<file path="src/rtl/fetch_inject_ctrl_pkg.sv">
// Shared definitions for the fetch-buffer injection controller: FSM state
// encoding and the opcode values that trigger or fill injected slots.
package fetch_inject_ctrl_pkg;

    typedef enum logic [3:0] {
        IDLE,
        CALL,
        RET,
        RTI1,
        RTI2,
        LDM,
        NOP1,
        INT3,
        INT2,
        INT1
    } state_t;

    localparam logic [4:0] OP_NOP       = 5'b00000;
    localparam logic [4:0] OP_LDM       = 5'b10010;
    localparam logic [4:0] OP_CALL      = 5'b11000;
    localparam logic [4:0] OP_RET       = 5'b11001;
    localparam logic [4:0] OP_RTI       = 5'b11010;
    localparam logic [4:0] PUSH_PC_HIGH = 5'b10110;
    localparam logic [4:0] POP_PC_LOW   = 5'b10111;
    localparam logic [4:0] POP_FLAGS    = 5'b01111;

endpackage

</file>
<file path="src/rtl/fetch_inject_ctrl.sv">
// Sequences injected fetch-buffer slots for CALL/RET/RTI/LDM and runs the
// three-slot interrupt entry; outputs are a pure decode of the state register.
module fetch_inject_ctrl
    import fetch_inject_ctrl_pkg::*;
#(
    parameter int OPW = 5
) (
    input  logic           clk,
    input  logic           rst,
    input  logic [OPW-1:0] inst_op,
    input  logic           inst_valid,
    input  logic           stall,
    input  logic           int_req,
    output logic           cs_call,
    output logic           cs_ret,
    output logic           cs_rti,
    output logic           previous_rti,
    output logic           fetch_NOP,
    output logic           cs_ldm,
    output logic           pc_hold,
    output logic [1:0]     int_cnt,
    output logic           int_ack
);

    state_t state;
    state_t state_next;
    logic   pending;
    logic   in_int;

    assign in_int = (state == INT3) || (state == INT2) || (state == INT1);

    // Decoded opcodes only matter in IDLE; other slots hold injected content.
    always_comb begin
        state_next = state;
        unique case (state)
            IDLE: begin
                if (inst_valid && inst_op == OPW'(OP_CALL))
                    state_next = CALL;
                else if (inst_valid && inst_op == OPW'(OP_RET))
                    state_next = RET;
                else if (inst_valid && inst_op == OPW'(OP_RTI))
                    state_next = RTI1;
                else if (inst_valid && inst_op == OPW'(OP_LDM))
                    state_next = LDM;
                else if (pending || int_req)
                    state_next = INT3;
                else
                    state_next = IDLE;
            end
            CALL:    state_next = NOP1;
            RET:     state_next = NOP1;
            RTI1:    state_next = RTI2;
            RTI2:    state_next = NOP1;
            LDM:     state_next = IDLE;
            NOP1:    state_next = IDLE;
            INT3:    state_next = INT2;
            INT2:    state_next = INT1;
            INT1:    state_next = IDLE;
            default: state_next = IDLE;
        endcase
    end

    // Pending still captures requests while stalled so none are lost.
    always_ff @(posedge clk) begin
        if (rst) begin
            state   <= IDLE;
            pending <= 1'b0;
        end else begin
            if (!stall)
                state <= state_next;
            if (!stall && state == IDLE && state_next == INT3)
                pending <= 1'b0;
            else if (int_req && !in_int)
                pending <= 1'b1;
        end
    end

    always_comb begin
        cs_call      = 1'b0;
        cs_ret       = 1'b0;
        cs_rti       = 1'b0;
        previous_rti = 1'b0;
        fetch_NOP    = 1'b0;
        cs_ldm       = 1'b0;
        pc_hold      = 1'b0;
        int_cnt      = 2'b00;
        int_ack      = 1'b0;
        unique case (state)
            CALL: begin
                cs_call = 1'b1;
                pc_hold = 1'b1;
            end
            RET: begin
                cs_ret  = 1'b1;
                pc_hold = 1'b1;
            end
            RTI1: begin
                cs_rti  = 1'b1;
                pc_hold = 1'b1;
            end
            RTI2: begin
                previous_rti = 1'b1;
                pc_hold      = 1'b1;
            end
            LDM: begin
                fetch_NOP = 1'b1;
                cs_ldm    = 1'b1;
            end
            NOP1: begin
                fetch_NOP = 1'b1;
                pc_hold   = 1'b1;
            end
            INT3: begin
                fetch_NOP = 1'b1;
                pc_hold   = 1'b1;
                int_cnt   = 2'b11;
                int_ack   = 1'b1;
            end
            INT2: begin
                fetch_NOP = 1'b1;
                pc_hold   = 1'b1;
                int_cnt   = 2'b10;
            end
            INT1: begin
                fetch_NOP = 1'b1;
                pc_hold   = 1'b1;
                int_cnt   = 2'b01;
            end
            default: begin
                cs_call = 1'b0;
            end
        endcase
    end

endmodule

</file>
<file path="config.mk">
export PLATFORM = sky130hd
export DESIGN_NAME = fetch_inject_ctrl
export DESIGN_NICKNAME = d
export VERILOG_FILES = /design/src/rtl/fetch_inject_ctrl_pkg.sv /design/src/rtl/fetch_inject_ctrl.sv
export SDC_FILE = /design/constraint.sdc
export NUM_CORES = 1
export LEC_CHECK = 0
export ABC_CLOCK_PERIOD_IN_PS = 3200
export BUFFER_PORTS_ARGS = -buffer_cell sky130_fd_sc_hd__buf_2
export CORE_AREA = 2 2 39 41
export DETAILED_ROUTE_END_ITERATION = 6
export DIE_AREA = 0 0 41 43
export PLACE_DENSITY = 0.72
export SLEW_MARGIN = 20
export SYNTH_ARGS = -nofsm -noshare
export SYNTH_HDL_FRONTEND = slang
export SYNTH_SLANG_ARGS = --single-unit
</file>
<file path="constraint.sdc">
create_clock -name clk -period 3.2 [get_ports clk]
set_clock_uncertainty 0.1 [all_clocks]
set_input_delay 0.16 -clock clk [delete_from_list [all_inputs] [get_ports clk]]
set_output_delay 0.16 -clock clk [all_outputs]
set_load 0.02 [all_outputs]
</file>
==> metrics.yaml, run 1 <==
nFillCells: 147
crit_family: "flip-flops"
clock_path_buffers: 2
cp-end-kind: "output pin"
cts_tree: "done"
clk_pin_slew_ns: 0.05
port_buffers: 19
cts_root_buffer: "clkbuf_4"
cpMaxStageDelayCell: "dfxtp_1"
grt_pass1_wl_mm: 2.04
maxSlewViolCount: 0
cts_inserted_buffers: 3
boundaryPins: 20
drc: 0
status: "complete, no violations"
mostFrequentLayoutCell: "buf_2"
ys.warnings.count: 0
power.density_mw_per_mm2: 411
path_max_fanout: 14
ys_types: 33
htree_levels: 1
dr_total_vias: 594
diodes: 0
max_slew_margin_pct: 67.2
critPathArrivalTime_ns: 1.52
cts_resized: 0
tightestPinTransition_ns: 0.491
cp.required_ns: 2.94
wl_per_cell_um: 11.3
synth-seq-cells: 5
p_leak_nw: 0.287
dpl.hpwl_um: 928
period_needed_ns: 1.78
setup_viol: 0
area_growth_pct: 20.3
max_stage_delay_ns: 0.62
via_per_inst: 5.50
dieArea_sq_mm: 0.00176
gr-usage-all-layers_pct: 16.3
fin_nets: 103
drtAntennaViolNets: 0
reg2reg_slack_ns: 1.54
hold_violations: 0
synth.cell_area_sq_um: 531
tns_ns: 0
start_util_pct: 38.3
worst-path-buf-inv: 1
synth_flop_cell: "dfxtp_1"
core_area_sq_mm: 0.00138
syn_avg_cell_area_sq_um: 7.07
fmax_mhz: 562
crit_path_start_kind: "flop"
synth-edff-count: 0
path_class: "reg -> out"
synth_seq_area_share_pct: 18.9
grt_pass1_vias: 494
max-vdd-ir-drop_v: 0.000315
fin_util_pct: 46.1
layout_common_cells: "buf_2, nor2_1, a21oi_1, nand2_1, dfxtp_1"
rsz0062_at_grt: "false"
post_cts_buffers: 0
crit_chain: "nand2_1 > or2_1 > nand2_1 > buf_2"
wirelength_mm: 1.23
holdBufCountCts: 0
gp_congestion: 0.866
fin_crit_sh_pct: 55.6
clkSinkCount: 5
drt_iter0_drc: 23
grt_max_degree: 15
path_common_cell: "nand2_1"
drive_above_1_share_pct: 27.2
hold_path.class: "in -> reg"
drt_pass1_iterations: 4
insertion_delay_ns: 0.25
postSynthCellCount: 75
syn_nets: 85
maxCapViolCount: 0
die_w_um: 41
rows: 14
gr-total-overflow: 0
antenna_found_initial: 0
synth-async-reset-ratio_pct: 0
die_h_um: 43
## per-stage QoR
step / total power, W / hold WS [ns] / instance area, sq um / std cells / worst slack (ns)
6_report: 0.000262 / 0.0367 / 638 / 108 / 1.42
3_3_place_gp: 0.000187 / 0.293 / 612 / 104 / 1.61
4_1_cts: 0.000265 / 0.0275 / 638 / 108 / 1.42
5_1_grt: 0.000284 / 0.0448 / 638 / 108 / 1.27
3_5_place_dp: 0.000188 / 0.294 / 612 / 104 / 1.59
2_1_floorplan: 0.000164 / 0.128 / 531 / 75 / 1.63
## synthesized netlist by cell type, types with 3 or more instances
cell type   n  share of area, %
nor2_1     11               7.8
a21oi_1     7               6.6
nand2_1     6               4.2
dfxtp_1     5                19
inv_1       4               2.8
buf_2       3               2.8
nand2b_1    3               3.5
nor3_1      3               2.8
xnor2_1     3               5.0
## kinds of logic (layout without fill, tap and decap cells)
logic type,after synthesis,after routing,synth area share (%)
xor+xnor,3,3,4.95
compound gates,25,25,33.5
flops,5,5,18.9
simple gates,32,32,33.5
buf+inv,10,27,9.19
## state kept, by name, indices dropped and copies added, names as in the netlist
signal	cells
state	4
pending	1
## path summary, 6_finish.rpt
check | cells after the start | start | endpoint
max | 4 | state[2] | int_cnt[1]
min | 2 | rst | pending
max reg2reg | 5 | state[1] | pending
min reg2reg | 2 | pending | pending
## final cells by class
class | count | area, sq um | share of cell area (%)
clock buffer | 4 | 26.3 | 4.12
inverter | 4 | 15.0 | 2.35
multi-input combinational | 60 | 382 | 59.8
sequential | 5 | 100 | 15.7
tap | 16 | 20.0 | 3.14
timing repair buffer | 19 | 95.1 | 14.9
## where the power goes
part / switching [W] / internal (W)
clock network: 0.0000264 / 0.0000472
registers: 0.0000169 / 0.0000684
logic: 0.0000574 / 0.0000456
## metal layers
layer  up-vias  track usage, %  wire length [um]
met5         -               0                 0
met4         0            2.00                 0
met3         0            6.28               100
met2        21            24.7               556
met1       264            22.1               568
li1        309               -                 -
## worst reg2reg max path, delay by kind of cell, from the launching register on
family / cells / cell delay (ns)
flip-flops: 1 / 0.59
XOR/XNOR: 1 / 0.15
AND/OR/NAND/NOR: 2 / 0.24
AO/OA/AOI/OAI: 2 / 0.50
Note: power is estimated with default switching activity, not from simulation.
==> inputs of run 2 (changes only) <==
- ABC_CLOCK_PERIOD_IN_PS: 3200 -> 1630
- PLACE_DENSITY: 0.72 -> 0.75
- clock period: 3.2 -> 1.63 ns (I/O delays scaled with it)
==> metrics.yaml, run 2 (synthesis results as in run 1) <==
timing.rr.end: "pending"
grt_pass1_wl_mm: 1.96  # -3.7%
diodes: 0  # unchanged
dr_total_vias: 624  # +5.1%
crit_family: "compound AO/OA/AOI/OAI gates"
gp_congestion: 0.853  # -1.5%
drive_above_1_share_pct: 32.6  # +5.5 points
tightestPinTransition_ns: 0.366  # -0.126 ns
gr-total-overflow: 0  # unchanged
fmax_mhz: 672
setup_slack_ns: 0.141  # -1.28 ns
fin_crit_sh_pct: 91.3
period_needed_ns: 1.49
cts_inserted_buffers: 3  # unchanged
drtAntennaViolNets: 0  # unchanged
path_max_fanout: 8  # -6
clk_pin_slew_ns: 0.04  # about the same
max_slew_margin_pct: 75.3  # +8.1 points
max_stage_delay_ns: 0.37  # -0.25 ns
start_util_pct: 38.3  # unchanged
gr-usage-all-layers_pct: 15.6  # -0.75 points
insertion_delay_ns: 0.23  # -0.02 ns
maxCapViolCount: 0  # unchanged
max-vdd-ir-drop_v: 0.000580  # +84%
wl_per_cell_um: 11.4  # +0.63%
antenna_found_initial: 0  # unchanged
regMostFlops: "state"
boundaryPins: 20  # unchanged
drt_iter0_drc: 10  # -57%
dpl.hpwl_mm: 1.00  # +8.1%
crit_path_start_kind: "flop"
power.density_mw_per_mm2: 769  # +87%
via_per_inst: 5.62  # +2.2%
layout_common_cells: "buf_2, nor2_1, a21oi_1, nand2_1, inv_1"
crit_chain: "nor4_2 > o31ai_1 > o22ai_1 > a311oi_2"
rows: 14  # unchanged
rsz0062_at_grt: "false"
reg_top3: "state: 4 flops, pending: 1 flops"
grt_pass1_vias: 483  # -2.2%
worstHoldPathCells: 2  # unchanged
wirelength_mm: 1.27  # +3.4%
mostFrequentLayoutCell: "buf_2"
maxSlewViolCount: 0  # unchanged
reg2reg_depth: 4  # -1
setup_viol: 0  # unchanged
port_buffers: 19  # unchanged
p_leak_nw: 0.303  # +5.8%
post-place-ws_ns: 0.0387  # -1.55 ns
clkSinkCount: 5  # unchanged
worst-path-buf-inv: 0  # -1
core_area_sq_mm: 0.00138  # unchanged
cts_tree: "done"
critPathArrivalTime_ns: 1.49  # -0.03 ns
hold_violations: 0  # unchanged
status: "complete, no violations"
tns_ns: 0  # unchanged
clock_path_buffers: 2  # unchanged
die_h_um: 43  # unchanged
r2r_start: "state[3]"
drc: 0  # unchanged
cpMaxStageDelayCell: "nor4_2"
cp-end-kind: "flop"
hold_path.class: "in -> reg"
reg2reg_slack_ns: 0.14  # -1.40 ns
dieArea_sq_mm: 0.00176  # unchanged
htree_levels: 1  # unchanged
post_cts_buffers: 0  # unchanged
grt_max_degree: 15  # unchanged
cp.required_ns: 1.63  # -1.31 ns
cts_root_buffer: "clkbuf_4"
min_to: "state[1]"
die_w_um: 41  # unchanged
fin_nets: 106  # +2.9%
hp-start: "stall"
path_class: "reg -> reg"
drt_pass1_iterations: 4  # unchanged
largest_reg_flops: 4  # unchanged
area_growth_pct: 26.4
==> run 2: cell count changes in the layout (fill, tap and decap cells not counted) <==
cell / before / now
dfxtp_4: 0 / 1
dfxtp_2: 0 / 3
buf_4: 0 / 2
dlygate4sd3_1: 0 / 1
dfxtp_1: 5 / 1
==> run 2: layer usage <==
layer | vias up | routed length (um) | part of all wire, % | global-route usage (%)
li1 | 314 | - | - | -
met1 | 289 | 543 | 43 | 19.0
met2 | 21 | 642 | 51 | 27.2
met3 | 0 | 81 | 6.4 | 4.71
met4 | 0 | 0 | 0 | 0
met5 | - | 0 | 0 | 0
==> run 2: metrics by stage <==
step,std cells,instance area (sq um),total power [W],hold WS (ns),util (%)
floorplan,75,531,0.000323,0.0494,-
global placement,106,627,0.000371,0.216,45.3
detailed placement,106,627,0.000375,0.218,45.3
CTS,111,664,0.000520,0.0584,48.0
global route,111,671,0.000554,0.0823,48.5
finish,111,671,0.000516,0.0677,48.5
==> run 2: how the worst max path moves through the flow <==
stage / depth (start not counted) / startpoint / end / slack, ns
4_1_cts: 4 / state[0] / int_cnt[1] / 0.0008
3_3_place_gp: 5 / state[0] / pending / 0.09
3_5_place_dp: 5 / state[0] / pending / 0.04
6_report: 4 / state[3] / pending / 0.14
5_1_grt: 4 / state[0] / pc_hold / 0.005
2_1_floorplan: 3 / state[2] / previous_rti / 0.14
==> run 2: cell type report <==
type                    count  area, sq um
inverters                   4         15.0
multi-input cells          60          382
repair buffers             22          120
flip-flops and latches      5          108
fillers                   140          713
well taps                  16         20.0
clock buffers               4         26.3
==> run 2: timing repair <==
item / in CTS / in global routing
resized for setup: 1 / 4
hold endpoints to repair: 3 / 0
setup endpoints to repair: 3 / 4
hold buffers: 1 / 0
==> run 2: report_power, final <==
group / switching, W / internal [W] / total (W)
combinational: 0.000118 / 0.0000952 / 0.000213
sequential: 0.0000293 / 0.000137 / 0.000166
clock: 0.0000440 / 0.0000921 / 0.000136
==> inputs of run 3 (changes only) <==
- ABC_AREA: not set -> 1
- PLACE_DENSITY: 0.75 -> 0.71
==> metrics.yaml, run 3 <==
status: "complete, no violations"
startpoint: "state[0]"
core_area_sq_mm: 0.00138  # unchanged
max-vdd-ir-drop_v: 0.000452  # -22%
period_needed_ns: 1.58  # +0.0939 ns
p_int_w: 0.000335  # +3.4%
largest_reg_flops: 4  # unchanged
synth-seq-cells: 5  # unchanged
rsz0062_at_grt: "true"
placed_cell_area_sq_um: 611  # -2.6%
route.met3.wl_um: 42  # -48%
maxCapViolCount: 0  # unchanged
syn_nets: 99  # +16%
maxSlewViolCount: 0  # unchanged
grt_pass1_vias: 521  # +7.9%
yosys-top-cells-count: "nand2_1, inv_1, nor2_1, nand3_1"
layout_common_cells: "nand2_1, buf_2, nor2_1, inv_1, buf_4"
via_per_inst: 4.61  # -18%
ys.warnings.count: 0  # unchanged
p_clk_share_pct: 24.5  # -1.9 points
switchingPower_w: 0.000226  # +18%
drtAntennaViolNets: 0  # unchanged
cp.required_ns: 1.45  # -0.18 ns
reg2reg_slack_ns: 0.10  # -0.04 ns
drt_iter0_drc: 9  # -1
yosys.area.top_type: "dfxtp_1"
synth-edff-count: 0  # unchanged
rows: 14  # unchanged
grt_pass1_wl_mm: 1.94  # -1.1%
critPathArrivalTime_ns: 1.40  # -0.09 ns
routed-wl-met2_um: 707  # +10%
postSynthCellCount: 89  # +19%
fin_nets: 130  # +23%
crit_path_start_kind: "flop"
mostFrequentLayoutCell: "nand2_1"
timing.rr.end: "pending"
cts_tree: "done"
insertion_delay_ns: 0.24  # about the same
gp_congestion: 0.776  # -9.0%
switching_share_pct: 40.2  # +3.1 points
area_growth_pct: 51.4
regMostFlops: "state"
setup_viol: 0  # unchanged
antenna_found_initial: 0  # unchanged
synth.cell_area_sq_um: 489  # -7.8%
clock_path_buffers: 2  # unchanged
whs_ns: 0.0295  # -0.0382 ns
p_leak_nw: 0.441  # +46%
reg_top3: "state: 4 flops, pending: 1 flops"
diodes: 0  # unchanged
r2r_start: "state[0]"
synth_area_leaders: "dfxtp_1, nand2_1, inv_1"
wirelength_mm: 1.27  # +0.55%
path_max_fanout: 5  # -3
drc: 0  # unchanged
fmax_mhz: 632  # -5.9%
clk_pin_slew_ns: 0.04  # about the same
die_w_um: 41  # unchanged
wl_met1_um: 524  # -3.5%
start_util_pct: 35.4  # -3.0 points
port_buffers: 19  # unchanged
wl_per_cell_um: 9.44  # -17%
cts_root_buffer: "clkbuf_4"
htree_levels: 1  # unchanged
gr-total-overflow: 0  # unchanged
stdcell_area_sq_um: 741  # +10%
drt_pass1_iterations: 4  # unchanged
synth.most_common_cell: "nand2_1"
hp-start: "stall"
fin_crit_sh_pct: 97.1  # +5.8 points
max_slew_margin_pct: 84.8  # +9.5 points
synth_top_area_share_pct: 20.5  # +1.6 points
finalPower_w: 0.000561  # +8.7%
dp_cells: 124  # +17%
combPwrFrac_pct: 47.2  # +5.8 points
hold_path.class: "in -> reg"
boundaryPins: 20  # unchanged
highest_layer: "met3"
power.density_mw_per_mm2: 757  # -1.5%
dr_total_vias: 623  # -0.16%
dpl.hpwl_um: 902  # -10%
ys_types: 20  # -39%
syn_avg_cell_area_sq_um: 5.50  # -22%
hold_violations: 0  # unchanged
stdcell_count: 135  # +22%
gr-usage-all-layers_pct: 15.9  # +0.33 points
synth_flop_cell: "dfxtp_1"
path_class: "reg -> out"
grt_max_degree: 7  # -8
drive_above_1_share_pct: 42.9  # +10 points
synth-async-reset-ratio_pct: 0  # unchanged
cts_inserted_buffers: 3  # unchanged
clkSinkCount: 5  # unchanged
die_h_um: 43  # unchanged
tightestPinTransition_ns: 0.227  # -0.138 ns
reg2reg_depth: 11  # +7
dieArea_sq_mm: 0.00176  # unchanged
setup.worst_path.end: "fetch_NOP"
p_seq_share_pct: 28.2  # -4.0 points
synth_seq_area_share_pct: 20.5  # +1.6 points
cp-end-kind: "output pin"
run 3: metal layers:
metal | vias to the layer above | GRT usage (%)
met5 | - | 0
met4 | 0 | 6.00
met3 | 0 | 5.24
met2 | 15 | 26.3
met1 | 266 | 17.9
li1 | 342 | -
run 3: cell type report:
| class | instances | area [sq um] |
|---|---|---|
| sequential | 5 | 113 |
| clock buffer | 4 | 26.3 |
| tap | 16 | 20.0 |
| multi-input combinational | 64 | 349 |
| inverter | 20 | 77.6 |
| timing repair buffer | 26 | 155 |
| fill | 139 | 643 |
run 3: kinds of logic (layout without fill, tap and decap cells):
kind of cell / after synthesis / in the layout / synth area share [%]
compound gates: 11 / 11 / 13.3
buf+inv: 20 / 50 / 15.3
flops: 5 / 5 / 20.5
simple gates: 53 / 53 / 50.9
run 3: critical path, cell delays in order (launching register included):
cell	delay, ns
dfxtp_4	0.36
nor2_4	0.13
inv_2	0.06
nor3_4	0.24
nor2_4	0.04
o21a_1	0.11
o21ai_1	0.07
buf_4	0.15
run 3: how the worst min path moves through the flow:
stage	to	slack, ns	depth (start not counted)
after floorplan	state[2]	0.05	1
after global placement	state[2]	0.21	2
after detailed placement	state[2]	0.22	2
after CTS	state[3]	0.02	3
after global routing	state[2]	0.04	3
final	state[3]	0.03	3
run 3: timing repair:
| action | 4_1_cts | 5_1_grt |
|---|---|---|
| hold buffers | 1 | 0 |
| buffers inserted | 4 | 2 |
| pin swaps | 2 | 4 |
| hold endpoints to repair | 1 | 0 |
| setup endpoints to repair | 2 | 2 |
| gates resized for setup | 6 | 13 |
| gates cloned | 0 | 0 |
run 3: metrics by stage:
stage / util [%] / TNS, ns / worst slack [ns]
2_1_floorplan: - / 0 / 0.0966
3_3_place_gp: 44.1 / 0 / 0.193
3_5_place_dp: 44.1 / 0 / 0.167
4_1_cts: 49.9 / 0 / 0.0219
5_1_grt: 53.5 / -0.0778 / -0.0560
6_report: 53.5 / 0 / 0.0471
run 3: power groups by stage:
stage          Combinational [W]  Clock (W)  Sequential, W
2_1_floorplan           0.000166          0       0.000150
3_3_place_gp            0.000222          0       0.000153
3_5_place_dp            0.000223          0       0.000153
4_1_cts                 0.000237   0.000142       0.000153
5_1_grt                 0.000293   0.000157       0.000160
6_report                0.000265   0.000138       0.000158
